## src/rtl/bsg_profiler_counter_bank.sv

```systemverilog
// Bank of saturating per-event counters with snapshot-and-stream dump.
// Latency: first entry valid the cycle after dump_v_i, one entry per cycle while ready_i is high.
// Backpressure: entries hold while v_o & ~ready_i; a dump that arrives mid-stream is dropped and overrun_o pulses.
module bsg_profiler_counter_bank #(
    parameter int els_p           = 8,
    parameter int width_p         = 32,
    parameter bit clear_on_dump_p = 1'b1,
    localparam int lg_els_lp      = (els_p > 1) ? $clog2(els_p) : 1
) (
    input  logic                 clk_i,
    input  logic                 reset_i,
    input  logic [els_p-1:0]     countme_i,
    input  logic                 dump_v_i,
    output logic                 v_o,
    input  logic                 ready_i,
    output logic [lg_els_lp-1:0] id_o,
    output logic [width_p-1:0]   count_o,
    output logic                 last_o,
    output logic                 busy_o,
    output logic                 overrun_o
);

    typedef enum logic {IDLE, STREAM} state_e;

    localparam logic [width_p-1:0]   max_count_lp = {width_p{1'b1}};
    localparam logic [lg_els_lp-1:0] last_idx_lp  = lg_els_lp'(els_p - 1);

    state_e                 state_r, state_n;
    logic [lg_els_lp-1:0]   index_r;
    logic [width_p-1:0]     live_r   [els_p];
    logic [width_p-1:0]     shadow_r [els_p];

    logic dump_accept;
    logic handshake;
    logic overrun;
    logic at_last;

    assign at_last = (index_r == last_idx_lp);

    // State register; reset abandons any stream in flight.
    always_ff @(posedge clk_i or posedge reset_i) begin
        if (reset_i) begin
            state_r <= IDLE;
        end else begin
            state_r <= state_n;
        end
    end

    // Next state and per-cycle strobes: accept a dump only when idle, advance on handshake.
    always_comb begin
        state_n     = state_r;
        dump_accept = 1'b0;
        handshake   = 1'b0;
        overrun     = 1'b0;
        case (state_r)
            IDLE: begin
                if (dump_v_i) begin
                    dump_accept = 1'b1;
                    state_n     = STREAM;
                end
            end
            STREAM: begin
                overrun = dump_v_i;
                if (ready_i) begin
                    handshake = 1'b1;
                    if (at_last) begin
                        state_n = IDLE;
                    end
                end
            end
            default: state_n = IDLE;
        endcase
    end

    // Live counters never pause; on an accepted dump with clearing, this cycle's event opens the new epoch.
    always_ff @(posedge clk_i or posedge reset_i) begin
        if (reset_i) begin
            for (int k = 0; k < els_p; k++) begin
                live_r[k] <= '0;
            end
        end else begin
            for (int k = 0; k < els_p; k++) begin
                if (dump_accept && clear_on_dump_p) begin
                    live_r[k] <= width_p'(countme_i[k]);
                end else if (countme_i[k] && (live_r[k] != max_count_lp)) begin
                    live_r[k] <= live_r[k] + width_p'(1);
                end
            end
        end
    end

    // Snapshot excludes the dump cycle's events because it samples the pre-update live values.
    always_ff @(posedge clk_i or posedge reset_i) begin
        if (reset_i) begin
            for (int k = 0; k < els_p; k++) begin
                shadow_r[k] <= '0;
            end
        end else if (dump_accept) begin
            for (int k = 0; k < els_p; k++) begin
                shadow_r[k] <= live_r[k];
            end
        end
    end

    // Stream index restarts at every accepted dump and steps once per accepted beat.
    always_ff @(posedge clk_i or posedge reset_i) begin
        if (reset_i) begin
            index_r <= '0;
        end else if (dump_accept) begin
            index_r <= '0;
        end else if (handshake && !at_last) begin
            index_r <= index_r + lg_els_lp'(1);
        end
    end

    assign v_o       = (state_r == STREAM);
    assign busy_o    = (state_r == STREAM);
    assign id_o      = index_r;
    assign count_o   = shadow_r[index_r];
    assign last_o    = v_o & at_last;
    assign overrun_o = overrun;

`ifdef BSG_NONSYNTH
    dump_is_strobe: assert property (@(posedge clk_i) disable iff (reset_i) dump_v_i |=> !dump_v_i)
        else $warning("dump_v_i held high for more than one cycle");
    valid_holds: assert property (@(posedge clk_i) disable iff (reset_i) (v_o && !ready_i) |=> v_o)
        else $error("v_o dropped without a handshake");
`endif

endmodule

```

## config.mk

```make
export PLATFORM = sky130hd
export DESIGN_NAME = bsg_profiler_counter_bank
export DESIGN_NICKNAME = d
export VERILOG_FILES = /design/src/rtl/bsg_profiler_counter_bank.sv
export SDC_FILE = /design/constraint.sdc
export NUM_CORES = 1
export LEC_CHECK = 0
export ABC_CLOCK_PERIOD_IN_PS = 20500
export BUFFER_PORTS_ARGS = -buffer_cell sky130_fd_sc_hd__buf_2
export CAP_MARGIN = 10
export CELL_PAD_IN_SITES_DETAIL_PLACEMENT = 1
export CELL_PAD_IN_SITES_GLOBAL_PLACEMENT = 2
export CORE_ASPECT_RATIO = 1.75
export CORE_MARGIN = 1
export CORE_UTILIZATION = 41
export CTS_CLUSTER_SIZE = 28
export DETAILED_ROUTE_END_ITERATION = 10
export PLACE_DENSITY_LB_ADDON = 0.1
export SETUP_SLACK_MARGIN = 0.02
export SYNTH_ARGS = -nofsm -noshare
export SYNTH_HDL_FRONTEND = slang
export SYNTH_SLANG_ARGS = --single-unit
```

## constraint.sdc

```tcl
create_clock -name clk_i -period 20.5 [get_ports clk_i]
set_clock_uncertainty 0.1 [all_clocks]
set_input_delay 3.075 -clock clk_i [delete_from_list [all_inputs] [get_ports clk_i]]
set_output_delay 3.075 -clock clk_i [all_outputs]
set_load 0.05 [all_outputs]
```

# == Yosys cells after proc, flatten, opt, wreduce, memory -nomap -nowiden ==
# Index checks and enable logic that the tools add are counted.
# word_totals
reg_bits,516
inputBits,12
out_inout_bits,39
wordCells,88
# classes
n_addsub,9
magnitude_cmp,1
eq_ne,9
muxes,29
bitwise,3
n_reduce_logical,19
# op_table
cell,n
32-bit two-way mux,18
"32-bit by 1-bit adder with 32-bit output, second input constant",8
"32-bit inequality test, second input constant",8
32-bit binary-select mux with 3-bit select,1
2-bit nonzero test,9
1-bit logical AND,9
1-bit two-way mux,7
3-bit two-way mux,2
"4-bit >= comparator, second input constant",1
3-bit NOT with 4-bit output,1
"3-bit by 1-bit adder with 3-bit output, second input constant",1
"3-bit == test, second input constant",1
1-bit one-hot mux with 2 select lines,1
1-bit bitwise AND,1
1-bit zero test,1
1-bit NOT,1

# == Longest topological paths before layout ==
# depth
ltp_word,5
depth_mapped,8
ltp_nobuf,6

# == Worst setup path after synthesis ==
# OpenSTA, ideal clock, no wires.
# synth_timing
path_type,in2out
from,input dump_v_i
to,output overrun_o
t_arrival_ns,3.482
required_time_ns,17.325
setup_slack_ns,13.843
cell_stages,1
n_path_buf,0
cell_sequence,and2_1
# synth_between
elab_chain_cells,1
# synth_rtl
element,line_no,text
start: declaration,13,"input logic dump_v_i,"
1-bit two-way mux,55,case (state_r)
end: declaration,20,output logic overrun_o
# No other way between the ends.

# == Worst setup path in the final report ==
# Ends and elaborated chain as after synthesis.

==> run_results.csv <==
group,metric,value,unit
floorplan,rows,121,
sta,hold_viol,0,
worst_setup_path,cpPeakStageDelay,0.26,ns
logic_synthesis,syn_avg_cell_area,9.260,um2
worst_setup_path,path_cells,"buf_2, and2_1, buf_2",
drt,first_iter_violations,917,
clocking,clock-root-buffer,"clkbuf_16",
clocking,clk_pin_slew,0.06,ns
grt,track_usage,0.2759,
grt,antenna_found_initial,1,
power,p_sw,945.6,uW
drt,ant_nets,0,
logic_synthesis,yosysSeqAreaShare,0.5014,
drt,drc_errors,0,
logic_synthesis,ys_ff_latch,516,
floorplan,design.core.area,0.06222,mm2
worst_setup_path,critPathMostFrequentCell,"buf_2",
grt,grt_pass1_wl,133800,um
final_layout,nets,2766,
final_layout,syn2layout_area_growth,10.29,%
power,power.density,100.9,mW/mm2
power,switching_share,0.3299,
logic_synthesis,syn_inst,2781,
floorplan,die_x,191.5,um
logic_synthesis,synthFlopType,"dfrtp_1",
power,p_int,1921,uW
logic_synthesis,synth_top_area_cell,"dfrtp_1",
worst_setup_path,path_max_fanout,4,
drt,routedWlPerCell,23.82,um
clocking,cts_tree,"yes",
power,pwr-share-comb,0.199,
final_layout,fin_cells,3588,
clocking,postCtsSetupRepairBufs,0,
clocking,htree_num_levels,2,
floorplan,fp.dieH,333.5,um
grt,overflow,0,
grt,grt_max_degree,223,
worst_setup_path,cp_slowest_cell,"buf_2",
worst_setup_path,path_class,"input pin to primary output",
sta,post-route-period-util,0.3305,
sta,drv_slew,0,
sta,finalSetupTns,0,ns
worst_setup_path,critPathCaptureType,"primary output",
placement,place.gp.congestion,0.8623,
sta,max_slew_margin,0.2069,
flow_run,drv_cap,0,
final_layout,fin_util,0.4565,
drt,drt-pass1-iter-count,4,
clocking,worstSkewPairLatency,0.62,ns
placement,placedCellCount,3488,
worst_setup_path,cp.required,17.33,ns
clocking,cts_buffers,52,
worst_hold_path,hp-class,"flip-flop to flip-flop",
logic_synthesis,synth-edff-count,0,
clocking,clock_path_buffers,3,
floorplan,start_util,0.4139,
sta,setup_ws,13.73,ns
clocking,postCtsHoldBufs,0,
logic_synthesis,synth_area_leaders,"dfrtp_1 50%, nand2_1 13%, mux4_2 5.6%",
power,total_power,2867,uW
placement,dpl_worst_slack,13.73,ns
final_layout,drive_above_1_share,0.1069,
sta,period_needed,6.774,ns
worst_setup_path,arrival,3.60,ns
sta,clock.fmax,0.1476,GHz
worst_setup_path,cp-start-kind,"input pin",
placement,port_buffers,50,
sta,worst_pin_slew,1.190,ns
logic_synthesis,synth_area,0.02575,mm2
drt,postRouteWirelength,85480,um
power,p_seq_frac,0.441,
logic_synthesis,synth_cell_type_count,70,
sta,final-setup-viol-count,0,
outcome,status,"finished, final reports clean",
logic_synthesis,synth_fp_nets,2803,
grt,grt_pass1_vias,22530,
floorplan,io_pins,51,
logic_synthesis,ys_async_sr_fraction,1.000,
sta,rsz0062_at_grt,"false",
logic_synthesis,ys.warnings.count,0,
drt,via_per_inst,5.896,
power,power_leakage,0.01295,uW
power,p_clk_frac,0.360,
placement,dp_hpwl,60230,um
clocking,clock-sinks,516,
logic_synthesis,yosysTopAreaCellShare,0.5014,
power,ir_drop,0.1249,mV
clocking,cts_resized,0,
floorplan,dieArea,0.06386,mm2
drt,vias,21160,
registers in the layout, summed over array words and instances, names as in the netlist:
signal and count:
live_r 256, shadow_r 256, id_o 3, busy_o 1
layer usage:
metal / GRT usage / wire length [um] / up-vias
met1: 0.3056 / 32030 / 10900
met2: 0.4957 / 45080 / 314
li1: - / - / 9770
met5: 0 / 11 / -
met3: 0.02915 / 1959 / 173
met4: 0.1770 / 6396 / 2
power groups by stage:
stage	Combinational, uW	Sequential, uW	Clock [uW]
2_1_floorplan	442	1210	0
3_3_place_gp	557	1280	0
3_5_place_dp	575	1280	0
4_1_cts	578	1270	1060
5_1_grt	628	1280	1090
6_report	571	1260	1030
final timing paths:
path | depth (start not counted) | startpoint | slack [ns] | endpoint
worst max register to register | 6 | live_r[0]$_DFFE_PP0P_ | 17.28 | live_r[5]$_DFFE_PP0P_
worst max-delay path | 3 | dump_v_i | 13.73 | overrun_o
min in group asynchronous | 2 | reset_i | 2.46 | live_r[104]$_DFFE_PP0P_
worst min register to register | 2 | shadow_r[186]$_DFFE_PP0P_ | 0.38 | shadow_r[186]$_DFFE_PP0P_
worst min-delay path | 2 | shadow_r[186]$_DFFE_PP0P_ | 0.38 | shadow_r[186]$_DFFE_PP0P_
max in group asynchronous | 4 | reset_i | 15.36 | live_r[138]$_DFFE_PP0P_
logic make-up after synthesis:
group | after synthesis | synth area share
adders and majority gates | 10 | 0.004858
DFF | 516 | 0.5014
AOI/OAI and AO/OA | 446 | 0.1090
muxes | 116 | 0.07783
xor gates and xnor gates | 42 | 0.01428
buffers and inverters | 199 | 0.03100
and+or+nand+nor | 1452 | 0.2617
synth_stat cells, drive strengths merged (10+ instances only):
cell and instances:
a211oi 11, a21oi 144, a31o 11, a31oi 16, and2 14, and3 51, and4 32, buf 27
clkbuf 130, dfrtp 516, ha 10, inv 40, mux2 34, mux2i 18, mux4 64, nand2 862
nand2b 21, nand3 86, nand4 65, nor2 107, nor3 23, nor4 32, o211ai 17, o21ai 124
o31ai 54, or3 81, or4 58, xnor2 32, xor2 10
worst max-delay path: cells and delay by family:
kind	cells	cell delay, ns
and+or+nand+nor	1	0.13
buffers and inverters	2	0.39
layout by cell type, fill, tap and decap left out, drive strengths merged, types with 5 or more instances in the layout:
cell       n
a2111oi    9
a211oi    11
a21oi    144
a311oi     6
a31o      11
a31oi     16
a41o       9
a41oi      6
and2      14
and3      51
and4      32
buf       67
bufinv     5
clkbuf    81
clkinv     7
dfrtp    516
ha        10
inv       42
mux2      34
mux2i     18
mux4      64
nand2    862
nand2b    21
nand3     86
nand4     65
nor2     107
nor3      23
nor4      32
o211ai    17
o21a       5
o21ai    124
o311ai     5
o31ai     54
o41ai      6
or2        5
or3       81
or4       58
xnor2     32
xor2      10
per-stage QoR:
step,cell area (um2),hold WS [ns]
4_1_cts,28400,0.3775
5_1_grt,28400,0.3958
3_5_place_dp,26550,0.3616
2_1_floorplan,25750,0.3404
6_report,28400,0.3769
3_3_place_gp,26550,0.3538
cell type report:
type                       count  area, um2
multi-input combinational   2066      12060
tap                          799      999.7
timing repair buffer          68      420.4
fill                        7073      33820
sequential                   516      12920
antenna                        1      2.502
clock inverter                18      236.5
clock buffer                  80       1608
inverter                      40      157.7
Power figures use the tool's default switching activity.
